--- config.mk ---
export PLATFORM = sky130hd
export DESIGN_NAME = viterbi_frame_ctrl_flat
export DESIGN_NICKNAME = d
export VERILOG_FILES = /design/src/rtl/viterbi_frame_ctrl_if.sv /design/src/rtl/viterbi_frame_ctrl.sv /design/src/flat_wrapper.sv
export SDC_FILE = /design/constraint.sdc
export NUM_CORES = 1
export LEC_CHECK = 0
export ABC_AREA = 1
export BUFFER_PORTS_ARGS = -buffer_cell sky130_fd_sc_hd__buf_2
export CAP_MARGIN = 20
export CORE_UTILIZATION = 45
export DETAILED_ROUTE_END_ITERATION = 12
export GPL_TIMING_DRIVEN = 0
export PLACE_DENSITY_LB_ADDON = 0.08
export SLEW_MARGIN = 20
export SYNTH_ARGS = -nofsm -noshare
export SYNTH_HDL_FRONTEND = slang
export SYNTH_SLANG_ARGS = --single-unit
--- constraint.sdc ---
create_clock -name i_clk -period 4.1 [get_ports i_clk]
set_clock_uncertainty 0.2 [all_clocks]
set_input_delay 0.41 -clock i_clk [delete_from_list [all_inputs] [get_ports i_clk]]
set_output_delay 0.41 -clock i_clk [all_outputs]
set_load 0.02 [all_outputs]
--- src/rtl/viterbi_frame_ctrl_if.sv ---
// viterbi_frame_ctrl_if
//   Groups the controller's datapath-facing signals: the symbol-pair
//   valid/ready handshake toward the branch-metric unit, the path-metric
//   register controls, and the survivor-memory write/traceback-read ports.
//
//   Signals:
//     i_sym_valid  symbol pair presented to the branch-metric unit
//     o_sym_ready  controller accepts a symbol this cycle
//     o_pm_init    one-cycle path-metric initialisation pulse
//     o_pm_en      path-metric register enable
//     o_sm_we      survivor-memory write enable
//     o_sm_waddr   survivor-memory write address (current step index)
//     o_tb_rd      survivor-memory traceback read strobe
//     o_tb_raddr   survivor-memory traceback read address
//
//   Modports:
//     master  the frame controller (drives the o_* signals)
//     slave   the datapath / environment (drives i_sym_valid)
interface viterbi_frame_ctrl_if #(
    parameter int AW = 4
);
    logic          i_sym_valid;
    logic          o_sym_ready;
    logic          o_pm_init;
    logic          o_pm_en;
    logic          o_sm_we;
    logic [AW-1:0] o_sm_waddr;
    logic          o_tb_rd;
    logic [AW-1:0] o_tb_raddr;

    modport master (
        input  i_sym_valid,
        output o_sym_ready,
        output o_pm_init,
        output o_pm_en,
        output o_sm_we,
        output o_sm_waddr,
        output o_tb_rd,
        output o_tb_raddr
    );

    modport slave (
        output i_sym_valid,
        input  o_sym_ready,
        input  o_pm_init,
        input  o_pm_en,
        input  o_sm_we,
        input  o_sm_waddr,
        input  o_tb_rd,
        input  o_tb_raddr
    );
endinterface

--- src/rtl/viterbi_frame_ctrl.sv ---
// viterbi_frame_ctrl
//   Frame sequencer for the hard-decision Viterbi decoder. A frame is
//   FRAME_LEN trellis steps: one INIT cycle pulses the path-metric
//   initialisation, ACS accepts FRAME_LEN symbol pairs (bubbles allowed)
//   while writing survivors at the step index, TB sweeps the survivor
//   memory from FRAME_LEN-1 down to 0, and DONE pulses once.
//
//   Ports:
//     i_clk     clock, rising edge
//     i_rst_n   asynchronous active-low reset
//     i_start   begin a frame (honoured only in IDLE)
//     i_abort   synchronous abort back to IDLE from any non-IDLE state
//     sym_bus   handshake / PMU / survivor-memory signals (master side)
//     o_busy    high in every state except IDLE
//     o_done    one-cycle pulse at frame completion
module viterbi_frame_ctrl #(
    parameter int FRAME_LEN = 16,
    parameter int AW        = $clog2(FRAME_LEN)
) (
    input  logic                    i_clk,
    input  logic                    i_rst_n,
    input  logic                    i_start,
    input  logic                    i_abort,
    viterbi_frame_ctrl_if.master    sym_bus,
    output logic                    o_busy,
    output logic                    o_done
);

    localparam logic [AW-1:0] LAST_STEP = AW'(FRAME_LEN - 1);

    typedef enum logic [2:0] {
        S_IDLE,
        S_INIT,
        S_ACS,
        S_TB,
        S_DONE
    } state_t;

    state_t        state_q;
    state_t        state_d;
    logic [AW-1:0] step_q;
    logic [AW-1:0] tb_addr_q;
    logic          accept;
    logic          abort_hit;
    logic          sym_ready;
    logic          pm_init;
    logic          tb_rd;
    logic          busy;
    logic          done;

    // Ready is a pure function of state, so accept never depends on itself.
    assign accept    = sym_bus.i_sym_valid && (state_q == S_ACS);
    assign abort_hit = i_abort && (state_q != S_IDLE);

    always_ff @(posedge i_clk or negedge i_rst_n) begin
        if (!i_rst_n) begin
            state_q <= S_IDLE;
        end else begin
            state_q <= state_d;
        end
    end

    always_comb begin
        state_d   = state_q;
        sym_ready = 1'b0;
        pm_init   = 1'b0;
        tb_rd     = 1'b0;
        busy      = 1'b1;
        done      = 1'b0;
        case (state_q)
            S_IDLE: begin
                busy = 1'b0;
                if (i_start) begin
                    state_d = S_INIT;
                end
            end
            S_INIT: begin
                pm_init = 1'b1;
                state_d = S_ACS;
            end
            S_ACS: begin
                sym_ready = 1'b1;
                if (accept && (step_q == LAST_STEP)) begin
                    state_d = S_TB;
                end
            end
            S_TB: begin
                tb_rd = 1'b1;
                if (tb_addr_q == '0) begin
                    state_d = S_DONE;
                end
            end
            S_DONE: begin
                done    = 1'b1;
                state_d = S_IDLE;
            end
            default: begin
                busy    = 1'b0;
                state_d = S_IDLE;
            end
        endcase
        // Abort overrides the next state only; this cycle's outputs stand.
        if (abort_hit) begin
            state_d = S_IDLE;
        end
    end

    // Step counter saturates at the last step (the FSM leaves ACS on that
    // accept), and the traceback address stops at 0, so neither wraps.
    always_ff @(posedge i_clk or negedge i_rst_n) begin
        if (!i_rst_n) begin
            step_q    <= '0;
            tb_addr_q <= '0;
        end else if (abort_hit) begin
            step_q    <= '0;
            tb_addr_q <= '0;
        end else begin
            case (state_q)
                S_IDLE: begin
                    if (i_start) begin
                        step_q    <= '0;
                        tb_addr_q <= '0;
                    end
                end
                S_ACS: begin
                    if (accept) begin
                        if (step_q == LAST_STEP) begin
                            tb_addr_q <= LAST_STEP;
                        end else begin
                            step_q <= step_q + 1'b1;
                        end
                    end
                end
                S_TB: begin
                    if (tb_addr_q != '0) begin
                        tb_addr_q <= tb_addr_q - 1'b1;
                    end
                end
                S_DONE: begin
                    step_q    <= '0;
                    tb_addr_q <= '0;
                end
                default: begin
                    step_q    <= step_q;
                    tb_addr_q <= tb_addr_q;
                end
            endcase
        end
    end

    assign sym_bus.o_sym_ready = sym_ready;
    assign sym_bus.o_pm_init   = pm_init;
    assign sym_bus.o_pm_en     = accept;
    assign sym_bus.o_sm_we     = accept;
    assign sym_bus.o_sm_waddr  = step_q;
    assign sym_bus.o_tb_rd     = tb_rd;
    assign sym_bus.o_tb_raddr  = tb_addr_q;
    assign o_busy              = busy;
    assign o_done              = done;

endmodule

--- src/flat_wrapper.sv ---
// flat-port wrapper written by rule: the top's interface ports become plain ports
module viterbi_frame_ctrl_flat 
#(
    parameter int FRAME_LEN = 16,
    parameter int AW        = $clog2(FRAME_LEN)
)
  (i_clk, i_rst_n, i_start, i_abort, o_busy, o_done, sym_bus_i_sym_valid, sym_bus_o_sym_ready, sym_bus_o_pm_init, sym_bus_o_pm_en, sym_bus_o_sm_we, sym_bus_o_sm_waddr, sym_bus_o_tb_rd, sym_bus_o_tb_raddr);
  viterbi_frame_ctrl_if #(.AW(AW)) sym_bus_i ();
  input  logic i_clk;
  input  logic i_rst_n;
  input  logic i_start;
  input  logic i_abort;
  output logic o_busy;
  output logic o_done;
  input wire logic [$bits(sym_bus_i.i_sym_valid)-1:0] sym_bus_i_sym_valid;
  output wire logic [$bits(sym_bus_i.o_sym_ready)-1:0] sym_bus_o_sym_ready;
  output wire logic [$bits(sym_bus_i.o_pm_init)-1:0] sym_bus_o_pm_init;
  output wire logic [$bits(sym_bus_i.o_pm_en)-1:0] sym_bus_o_pm_en;
  output wire logic [$bits(sym_bus_i.o_sm_we)-1:0] sym_bus_o_sm_we;
  output wire logic [$bits(sym_bus_i.o_sm_waddr)-1:0] sym_bus_o_sm_waddr;
  output wire logic [$bits(sym_bus_i.o_tb_rd)-1:0] sym_bus_o_tb_rd;
  output wire logic [$bits(sym_bus_i.o_tb_raddr)-1:0] sym_bus_o_tb_raddr;
  assign sym_bus_i.i_sym_valid = sym_bus_i_sym_valid;
  assign sym_bus_o_sym_ready = sym_bus_i.o_sym_ready;
  assign sym_bus_o_pm_init = sym_bus_i.o_pm_init;
  assign sym_bus_o_pm_en = sym_bus_i.o_pm_en;
  assign sym_bus_o_sm_we = sym_bus_i.o_sm_we;
  assign sym_bus_o_sm_waddr = sym_bus_i.o_sm_waddr;
  assign sym_bus_o_tb_rd = sym_bus_i.o_tb_rd;
  assign sym_bus_o_tb_raddr = sym_bus_i.o_tb_raddr;
  viterbi_frame_ctrl #(.FRAME_LEN(FRAME_LEN), .AW(AW)) u_core (.i_clk(i_clk), .i_rst_n(i_rst_n), .i_start(i_start), .i_abort(i_abort), .sym_bus(sym_bus_i), .o_busy(o_busy), .o_done(o_done));
endmodule
==> flow_metrics.env, run 1 <==
export IMPL_finalNetCount=155
export IMPL_post_route_min_period_ps=2040
export IMPL_io_pins=20
export IMPL_portBuffers=19
export IMPL_p_comb_share_pct=63.7
export IMPL_hp_class="in -> reg"
export IMPL_totalWireLength_um=1770
export IMPL_crit_arrival_ps=1430
export IMPL_seqPwrFrac_pct=25.0
export IMPL_cts_made_buffers=3
export IMPL_clockPowerShare_pct=11.3
export IMPL_grt_pass1_wl_um=2840
export IMPL_setup_violations_final=0
export IMPL_powerDensity_nw_per_um2=688
export IMPL_rows=15
export IMPL_die_h_um=44.6
export IMPL_crit_path_top_delay_cell="dfrtp_1"
export IMPL_grt_overflow=0
export IMPL_p_leak_nw=0.606
export IMPL_setup_worst_path_start="u_core.state_q[0]"
export IMPL_grt_max_degree=12
export IMPL_max_stage_delay_ps=370
export IMPL_area_growth_pct=19.9
export IMPL_endpoint_kind="primary output"
export IMPL_grt_antenna_before_repair=0
export IMPL_cts_resized_gates=0
export IMPL_stdcell_area_um2=978
export IMPL_synthCells=122
export IMPL_final_layout_size_suffix_gt1_share_pct=24.7
export IMPL_rsz0062_at_grt="no"
export IMPL_cts_buffer_depth=2
export IMPL_crit_top_cell="nor2_1"
export IMPL_cts_sinks=11
export IMPL_synth_seq_cells=11
export IMPL_final_hold_violation_count=0
export IMPL_grt_usage_pct=20.1
export IMPL_finalPower_mw=0.674
export IMPL_r2r_start="u_core.sym_bus.o_sm_waddr[0]"
export IMPL_max_slew_margin_rel_pct=83.2
export IMPL_cts_root_buf="clkbuf_4"
export IMPL_gp_congestion=0.814
export IMPL_slew_violations=0
export IMPL_routedWlPerCell_um=10.4
export IMPL_seq_area_frac_synth_pct=33.7
export IMPL_die_w_um=44.6
export IMPL_drt_antenna_violating_nets=0
export IMPL_dpl_instance_area_um2=942
export IMPL_drcViolationCount=0
export IMPL_outcome="finished, final reports clean"
export IMPL_vias_per_cell=4.81
export IMPL_crit_type="reg -> out"
export IMPL_firstDrtPassIters=4
export IMPL_setup_tns_ps=0
export IMPL_tightestPinTransition_ps=252
export IMPL_htreeDepth=1
export IMPL_hp_start="i_start"
export IMPL_p_sw_share_pct=52.9
export IMPL_synth_warnings=0
export IMPL_synth_avg_cell_area_um2=6.69
export IMPL_clkLatencyLatePin_ps=270
export IMPL_cts_tree="built"
export IMPL_grt_pass1_vias=698
export IMPL_worstPathRequired_ps=3490
export IMPL_p_sw_mw=0.356
export IMPL_synth_distinct_cells=19
export IMPL_start_kind="register"
export IMPL_n_antenna_cell=0
export IMPL_syn_cell_area_um2=816
export IMPL_syn_num_nets=130
export IMPL_initial_core_util_pct=47.8
export IMPL_drv_cap=0
export IMPL_min_period_over_period_pct=49.7
export IMPL_vdd_drop_max_uv=362
export IMPL_vias=823
export IMPL_drt_initial_drc_count=23
export IMPL_cts_clk_slew_worst_paths_ps=70
export IMPL_crit_chain="buf_6 > nor2_2 > inv_1 > nor2_1 > nor2_1 > nand2_1 > buf_2"
export IMPL_clock_fmax_mhz=491
export IMPL_intPower_mw=0.317
export IMPL_core_um2=1710
export IMPL_cp_max_fo=9
export IMPL_die_area_um2=1990
export IMPL_dp_hpwl_um=1350
cell families after synthesis:
kind of cell	after synthesis	share of synthesized area, %
AO/OA/AOI/OAI	6	3.83
AND/OR/NAND/NOR	81	46.2
buffers and inverters	20	10.6
adder cells (fa/ha/maj)	3	4.60
XOR/XNOR	1	1.07
flip-flops	11	33.7
per-stage QoR:
| stage | setup WS, ps | instances | utilization [%] | hold slack [ps] |
|---|---|---|---|---|
| floorplan | 2200 | 122 | - | -85.6 |
| global placement | 2360 | 166 | 55.2 | 97.6 |
| detailed placement | 2360 | 166 | 55.2 | 95.4 |
| CTS | 2050 | 171 | 57.3 | 250 |
| global route | 1930 | 171 | 57.3 | 263 |
| finish | 2060 | 171 | 57.3 | 246 |
routing by layer:
metal	routed length, µm	GRT usage, %	vias up	part of all wire, %
met1	798	25.1	368	45
met3	72	4.90	4	4.1
met5	0	0	-	0
li1	-	-	430	-
met4	26	9.09	0	1.5
met2	872	32.6	21	49
area by class of cell:
type	count	area (µm²)
Inverter	18	67.6
Tap cell	25	31.3
Sequential cell	11	275
Timing Repair Buffer	20	105
Fill cell	179	729
Multi-Input combinational cell	91	454
Buffer	2	18.8
Clock buffer	4	26.3
synth_stat cells (all sizes together):
master   n  share of area (%)
a21oi    3                1.8
a31oi    1               0.77
buf      2                2.3
dfrtp   11                 34
ha       3                4.6
inv     18                8.3
nand2   45                 22
nand3   11                9.2
nand3b   1               0.92
nand4    6                4.6
nor2    18                9.2
o21ai    2                1.2
xnor2    1                1.1
what timing repair did:
action / 4_1_cts / 5_1_grt
hold endpoints to repair: 11 / 0
buffers inserted: 0 / 0
hold buffers: 1 / 0
final timing paths:
kind	end	slack (ps)	depth (start not counted)
min in group asynchronous	u_core.state_q[2]	350	2
hold reg to reg	u_core.sym_bus.o_tb_raddr[0]	330	2
setup reg to reg	u_core.sym_bus.o_sm_waddr[1]	2510	7
hold / removal	u_core.state_q[1]	250	3
setup / recovery	o_busy	2060	7
max in group asynchronous	u_core.sym_bus.o_sm_waddr[1]	3150	2
power groups by stage:
stage | registers, mW | clock network [mW] | logic, mW
2_1_floorplan | 0.187 | 0 | 0.307
3_3_place_gp | 0.168 | 0 | 0.422
3_5_place_dp | 0.170 | 0 | 0.431
4_1_cts | 0.168 | 0.0792 | 0.432
5_1_grt | 0.173 | 0.0858 | 0.485
6_report | 0.168 | 0.0759 | 0.429
state kept, by name, indices dropped and copies added (netlist names):
signal	cells
u_core.sym_bus.o_sm_waddr	4
u_core.state_q	3
u_core.sym_bus.o_tb_raddr	4
worst max-delay path: cells and delay by family (launching register included):
| family | cells | cell delay [ps] |
|---|---|---|
| buf+inv | 3 | 400 |
| simple gates | 4 | 390 |
| flops | 1 | 370 |
cell usage in the layout (no fill, tap or decap):
| master | netlist | layout |
|---|---|---|
| nand4_1 | 6 | 6 |
| nand3_2 | 4 | 4 |
| buf_4 | 1 | 1 |
| inv_2 | 2 | 2 |
| buf_6 | 1 | 1 |
| nand2_1 | 42 | 42 |
| nand3_1 | 7 | 7 |
| nand2_4 | 1 | 1 |
| clkbuf_4 | 0 | 3 |
| nand3b_1 | 1 | 1 |
| o21ai_0 | 2 | 2 |
| ha_1 | 3 | 3 |
| xnor2_1 | 1 | 1 |
| clkbuf_1 | 0 | 1 |
| inv_1 | 16 | 16 |
| nor2_2 | 3 | 3 |
| a21oi_1 | 3 | 3 |
| buf_2 | 0 | 19 |
| dlygate4sd3_1 | 0 | 1 |
| nor2_1 | 15 | 15 |
| a31oi_1 | 1 | 1 |
| nand2_2 | 2 | 2 |
| dfrtp_1 | 11 | 11 |
Power figures use the tool's default switching activity.
==> run 2: changes to the inputs <==
--- a/config.mk
+++ b/config.mk
@@ -5,7 +5,7 @@
 export SDC_FILE = /design/constraint.sdc
 export NUM_CORES = 1
 export LEC_CHECK = 0
-export ABC_AREA = 1
+export ABC_AREA = 0
 export BUFFER_PORTS_ARGS = -buffer_cell sky130_fd_sc_hd__buf_2
 export CAP_MARGIN = 20
 export CORE_UTILIZATION = 45
==> constraint.sdc (replaced) <==
create_clock -name i_clk -period 2.01 [get_ports i_clk]
set_clock_uncertainty 0.2 [all_clocks]
set_input_delay 0.201 -clock i_clk [delete_from_list [all_inputs] [get_ports i_clk]]
set_output_delay 0.201 -clock i_clk [all_outputs]
set_load 0.02 [all_outputs]
==> run 2 against run 1 <==
The run now ends with setup timing left. Sequential power rose by 110%. Clock-buffer cell count fell by 1. Synthesized cell count fell by 28%. First-iteration DRC count fell by 4.3%. Core utilization rose by 6.6 points. Combinational power rose by 120%. Worst hold slack got worse by 130 ps. Non-clock buffer count rose by 9.
==> flow_metrics.env, run 2 <==
export IMPL_outcome="complete, but fails checks"
export IMPL_violations="setup timing"
export IMPL_crit_arrival_ps=2010
export IMPL_syn_cell_area_um2=754
export IMPL_cts_clk_slew_worst_paths_ps=80
export IMPL_cts_root_buf="clkbuf_4"
export IMPL_vdd_drop_max_uv=694
export IMPL_cts_buffer_depth=2
export IMPL_yosys_area_top_type="dfrtp_1"
export IMPL_start_kind="register"
export IMPL_worstPathRequired_ps=1980
export IMPL_setup_violations_final=2
export IMPL_io_pins=20
export IMPL_setup_tns_ps=-51.8
export IMPL_seqPwrFrac_pct=24.0
export IMPL_synth_avg_cell_area_um2=8.57
export IMPL_vias_per_cell=6.05
export IMPL_n_fill_cell=127
export IMPL_n_antenna_cell=0
export IMPL_portBuffers=19
export IMPL_area_growth_pct=30.5
export IMPL_p_comb_share_pct=65.0
export IMPL_grt_usage_pct=21.9
export IMPL_firstDrtPassIters=4
export IMPL_endpoint_kind="register"
export IMPL_clock_fmax_mhz=490
export IMPL_grt_antenna_before_repair=0
export IMPL_gp_congestion=0.834
export IMPL_path_delay_family="compound AO/OA/AOI/OAI gates"
export IMPL_crit_chain="inv_2 > ha_4 > or3b_4 > buf_6 > a311o_2 > a21oi_1 > nor4_1"
export IMPL_drt_initial_drc_count=22
export IMPL_ys_top_cells_by_area="dfrtp_1, ha_1, nor3_1, nand2_1, a311oi_4"
export IMPL_cts_made_buffers=3
export IMPL_die_w_um=42.9
export IMPL_seq_area_frac_synth_pct=36.5
export IMPL_cp_max_fo=4
export IMPL_synth_warnings=0
export IMPL_hp_class="in -> async"
export IMPL_layout_common_cells="buf_2, dfrtp_1, nand2_1"
export IMPL_post_route_min_period_ps=2040
export IMPL_syn_num_nets=96
export IMPL_max_stage_delay_ps=420
export IMPL_cts_tree="built"
export IMPL_routedWlPerCell_um=14.2
export IMPL_synth_seq_cells=11
export IMPL_synth_top_area_share_pct=36.5
export IMPL_finalNetCount=127
export IMPL_crit_type="reg -> reg"
export IMPL_p_sw_share_pct=48.3
export IMPL_clockPowerShare_pct=11.0
export IMPL_initial_core_util_pct=48.9
export IMPL_cts_sinks=11
export IMPL_tightestPinTransition_ps=758
export IMPL_drv_cap=0
export IMPL_yosysMostFrequentCell="dfrtp_1"
export IMPL_synthFlopType="dfrtp_1"
export IMPL_grt_overflow=0
export IMPL_die_h_um=42.9
export IMPL_critPathBufInv=2
export IMPL_rsz0062_at_grt="yes"
export IMPL_synth_distinct_cells=32
export IMPL_p_sw_mw=0.711
export IMPL_totalWireLength_um=1900
export IMPL_htreeDepth=1
export IMPL_final_common_cell="buf_2"
export IMPL_fin_ws_ps=-31.8
export IMPL_final_hold_violation_count=0
export IMPL_drcViolationCount=0
export IMPL_clkLatencyLatePin_ps=280
export IMPL_synth_edff_count=0
export IMPL_min_period_over_period_pct=102
export IMPL_grt_max_degree=12
export IMPL_slew_violations=0
export IMPL_final_util_pct=63.9
export IMPL_grt_pass1_vias=729
export IMPL_intPower_mw=0.759
export IMPL_max_slew_margin_rel_pct=48.8
export IMPL_core_um2=1540
export IMPL_grt_pass1_wl_um=3020
export IMPL_yosys_top_cells_count="dfrtp_1, nand2_1, nor2_1, nor3_1, o21ai_0"
export IMPL_die_area_um2=1840
export IMPL_rows=14
export IMPL_synthCells=88
export IMPL_p_leak_nw=0.458
export IMPL_dp_hpwl_um=1340
export IMPL_drt_antenna_violating_nets=0
export IMPL_vias=811
export IMPL_synth_async_reset_ratio_pct=100
export IMPL_final_layout_size_suffix_gt1_share_pct=38.1
export IMPL_powerDensity_nw_per_um2=1490
export IMPL_crit_path_top_delay_cell="dfrtp_2"
==> run 2: cell types whose count changed after synthesis, sizes merged, moves of 4 or more <==
cell and change:
nand2b +4, inv -15, nand4 -4, nand3 -7, o21ai +6, nor4 +4, nor2 -12, nand2 -37
nor3 +7
==> run 2: stage by stage <==
step           cell area [µm²]  power, mW  cells  hold slack [ps]  setup WS (ps)
2_1_floorplan              757      0.949     88             -295           44.7
3_5_place_dp               872       1.16    123             -113          -42.4
5_1_grt                    985       1.57    134              133          -87.5
3_3_place_gp               872       1.14    123             -119          -23.3
4_1_cts                    977       1.43    134              114          -34.7
6_report                   985       1.47    134              117          -31.8
==> run 2: logic make-up (layout without fill, tap and decap cells) <==
family	after synthesis	count (layout)	synth area share [%]
AND/OR/NAND/NOR	44	44	31.8
XOR/XNOR	1	1	1.16
AO/OA/AOI/OAI	21	21	20.9
buffers and inverters	8	38	4.64
adder cells (fa/ha/maj)	3	3	4.98
flip-flops	11	11	36.5
==> run 2: path summary, 6_finish.rpt <==
check | slack [ps] | cells after the start | from | end
max in group asynchronous | 1270 | 2 | i_rst_n | u_core.sym_bus.o_tb_raddr[0]
hold reg to reg | 390 | 2 | u_core.sym_bus.o_sm_waddr[0] | u_core.sym_bus.o_sm_waddr[0]
setup / recovery | -30 | 7 | u_core.sym_bus.o_tb_raddr[0] | u_core.sym_bus.o_tb_raddr[2]
min in group i_clk | 200 | 4 | i_start | u_core.sym_bus.o_sm_waddr[0]
setup reg to reg | -30 | 7 | u_core.sym_bus.o_tb_raddr[0] | u_core.sym_bus.o_tb_raddr[2]
hold / removal | 120 | 2 | i_rst_n | u_core.sym_bus.o_sm_waddr[3]
==> run 2: cell type report <==
type / count / area (µm²) / area share (%)
Multi-Input combinational cell: 69 / 464 / 47.1
Timing Repair Buffer: 26 / 156 / 15.9
Buffer: 5 / 27.5 / 2.80
Sequential cell: 11 / 278 / 28.2
Clock inverter: 1 / 5.00 / 0.508
Inverter: 3 / 11.3 / 1.14
Tap cell: 16 / 20.0 / 2.03
Clock buffer: 3 / 22.5 / 2.29
==> run 2: what timing repair did <==
item	4_1_cts	5_1_grt
hold endpoints to repair	12	0
pin swaps	5	2
buffers inserted	5	0
hold buffers	2	0
endpoints found under the setup margin	5	11
gates resized for setup	6	4
==> run 2: layer usage <==
layer  part of all wire (%)  routed length [µm]  track usage [%]
met3                    3.0                  57             2.55
met1                     43                 827             26.7
met2                     51                 977             36.4
met5                      0                   0                0
met4                    2.1                  40             13.3
==> run 2: power groups by stage <==
| stage | Sequential, mW | Clock [mW] | Combinational (mW) |
|---|---|---|---|
| floorplan | 0.399 | 0 | 0.550 |
| global placement | 0.356 | 0 | 0.783 |
| detailed placement | 0.360 | 0 | 0.797 |
| CTS | 0.350 | 0.165 | 0.916 |
| global route | 0.362 | 0.177 | 1.03 |
| finish | 0.353 | 0.161 | 0.956 |
==> run 3: changes to the inputs <==
--- a/config.mk
+++ b/config.mk
@@ -12,6 +12,7 @@
 export DETAILED_ROUTE_END_ITERATION = 12
 export GPL_TIMING_DRIVEN = 0
 export PLACE_DENSITY_LB_ADDON = 0.08
+export SETUP_SLACK_MARGIN = 0.15
 export SLEW_MARGIN = 20
 export SYNTH_ARGS = -nofsm -noshare
 export SYNTH_HDL_FRONTEND = slang
==> run 3 against run 2 <==
The flow now finishes without violations. First-iteration DRC count is 27% higher. Via count fell by 2.8%. Clock-buffer cell count is 1 higher. Global-route usage is 0.90 points higher. Sequential cell count unchanged. Cell count increased by 1.5%. Core utilization increased by 4.5 points. Largest power group unchanged. Highest routed layer unchanged.
==> flow_metrics.env, run 3 (synthesis results as in run 2) <==
export IMPL_outcome="finished, final reports clean"
export IMPL_dp_hpwl_um=1310
export IMPL_min_period_over_period_pct=98.8
export IMPL_stdcell_area_um2=1050
export IMPL_top_layer="met4"
export IMPL_finalNetCount=129
export IMPL_rows=14
export IMPL_powerDensity_nw_per_um2=1460
export IMPL_post_route_min_period_ps=1990
export IMPL_core_um2=1540
export IMPL_start_kind="register"
export IMPL_met3WireLength_um=54
export IMPL_clkLatencyLatePin_ps=280
export IMPL_worstPathRequired_ps=1980
export IMPL_endpoint_kind="register"
export IMPL_wl_met1_um=875
export IMPL_path_delay_family="simple AND/OR/NAND/NOR gates"
export IMPL_final_util_pct=68.4
export IMPL_cp_max_fo=4
export IMPL_cts_root_buf="clkbuf_4"
export IMPL_io_pins=20
export IMPL_max_stage_delay_ps=410
export IMPL_pre_cts_slack_ps=-38.1
export IMPL_drt_antenna_violating_nets=0
export IMPL_vdd_drop_max_uv=848
export IMPL_clock_fmax_mhz=503
export IMPL_max_slew_margin_rel_pct=66.8
export IMPL_crit_arrival_ps=1960
export IMPL_firstDrtPassIters=4
export IMPL_grt_usage_pct=22.8
export IMPL_grt_pass1_wl_um=3130
export IMPL_final_layout_size_suffix_gt1_share_pct=45.0
export IMPL_rsz0062_at_grt="yes"
export IMPL_whs_ps=132
export IMPL_drcViolationCount=0
export IMPL_n_antenna_cell=0
export IMPL_crit_type="reg -> reg"
export IMPL_setup_violations_final=0
export IMPL_tightestPinTransition_ps=493
export IMPL_die_h_um=42.9
export IMPL_htreeDepth=1
export IMPL_cts_sinks=11
export IMPL_cts_buffer_depth=2
export IMPL_final_common_cell="buf_2"
export IMPL_drt_initial_drc_count=28
export IMPL_vias=788
export IMPL_die_area_um2=1840
export IMPL_wl_met2_um=976
export IMPL_crit_chain="inv_2 > ha_4 > or3b_4 > a311oi_4 > nor3_1 > nor4_1"
export IMPL_dpl_instance_area_um2=876
export IMPL_area_growth_pct=39.8
export IMPL_grt_pass1_vias=696
export IMPL_fin_ws_ps=23.8
export IMPL_totalWireLength_um=1940
export IMPL_cts_tree="built"
export IMPL_routedWlPerCell_um=14.3
export IMPL_rr_endpoint="u_core.sym_bus.o_tb_raddr[2]"
export IMPL_drv_cap=0
export IMPL_layout_common_cells="buf_2, buf_4, nand2_1, dfrtp_1, nor3_1"
export IMPL_grt_antenna_before_repair=0
export IMPL_die_w_um=42.9
export IMPL_gp_congestion=0.844
export IMPL_slew_violations=0
export IMPL_vias_per_cell=5.79
export IMPL_grt_max_degree=12
export IMPL_initial_core_util_pct=48.9
export IMPL_crit_path_top_delay_cell="dfrtp_2"
export IMPL_critPathBufInv=1
export IMPL_cts_made_buffers=3
export IMPL_r2r_start="u_core.sym_bus.o_tb_raddr[0]"
export IMPL_hp_class="in -> async"
export IMPL_r2r_slack_ps=20
export IMPL_final_hold_violation_count=0
export IMPL_p_leak_nw=0.471
export IMPL_cts_clk_slew_worst_paths_ps=80
export IMPL_grt_overflow=0
export IMPL_portBuffers=19
export IMPL_r2r_cells=6
run 3: changes by cell type in the layout (fill, tap and decap cells not counted), sizes merged:
cell      previous run  this run
clkbuf               6         5
inv                  3         2
clkinv               1         0
buf                 26        30
clkinvlp             0         1
run 3: through the flow:
| step | std cells | power, mW | TNS (ps) |
|---|---|---|---|
| after floorplan | 88 | 0.959 | 0 |
| after global placement | 123 | 1.15 | 0 |
| after detailed placement | 123 | 1.17 | -38.1 |
| after CTS | 135 | 1.42 | 0 |
| after global routing | 136 | 1.65 | -160 |
| final | 136 | 1.54 | 0 |
run 3: report_power, final:
| group | leakage [nW] | switching, mW | internal (mW) |
|---|---|---|---|
| combinational | 0.313 | 0.575 | 0.443 |
| sequential | 0.142 | 0.0690 | 0.290 |
| clock | 0.0150 | 0.0814 | 0.0771 |
| total | 0.471 | 0.725 | 0.810 |
run 3: final cells by class:
class	count	area, µm²
flip-flops and latches	11	279
repair buffers	28	170
well taps	16	20.0
clock buffers	4	26.3
plain buffers	5	45.0
inverters	3	15.0
fillers	130	487
multi-input cells	69	499
run 3: layer usage:
metal / vias to the layer above / GRT usage, %
met4: 0 / 9.09
met5: - / 0
met1: 375 / 29.1
met3: 5 / 3.83
met2: 19 / 37.9
li1: 389 / -
run 3: what timing repair did:
| action | CTS | global route |
|---|---|---|
| resized for setup | 4 | 26 |
| hold endpoints to repair | 12 | 0 |
| endpoints found under the setup margin | 14 | 13 |
| cloned | 0 | 0 |
| pin swaps | 2 | 1 |
| setup buffers | 6 | 1 |
| hold buffers | 2 | 0 |
run 3: worst max path at each step:
stage | startpoint | end | slack [ps] | cells after the start
after global placement | u_core.state_q[0] | u_core.sym_bus.o_sm_waddr[2] | 9 | 4
after CTS | u_core.sym_bus.o_tb_raddr[0] | u_core.sym_bus.o_tb_raddr[2] | 20 | 6
after floorplan | u_core.sym_bus.o_tb_raddr[0] | u_core.sym_bus.o_tb_raddr[2] | 80 | 6
after global routing | u_core.sym_bus.o_tb_raddr[0] | u_core.sym_bus.o_tb_raddr[2] | -90 | 6
final | u_core.sym_bus.o_tb_raddr[0] | u_core.sym_bus.o_tb_raddr[2] | 20 | 6
after detailed placement | u_core.sym_bus.o_tb_raddr[0] | u_core.sym_bus.o_tb_raddr[2] | -40 | 6
run 3: worst register-to-register path: cells and delay by family (launching register included):
family,cells,cell delay (ps)
buf+inv,1,80
flops,1,410
fa+ha+maj,1,120
simple gates,3,760
compound gates,1,310
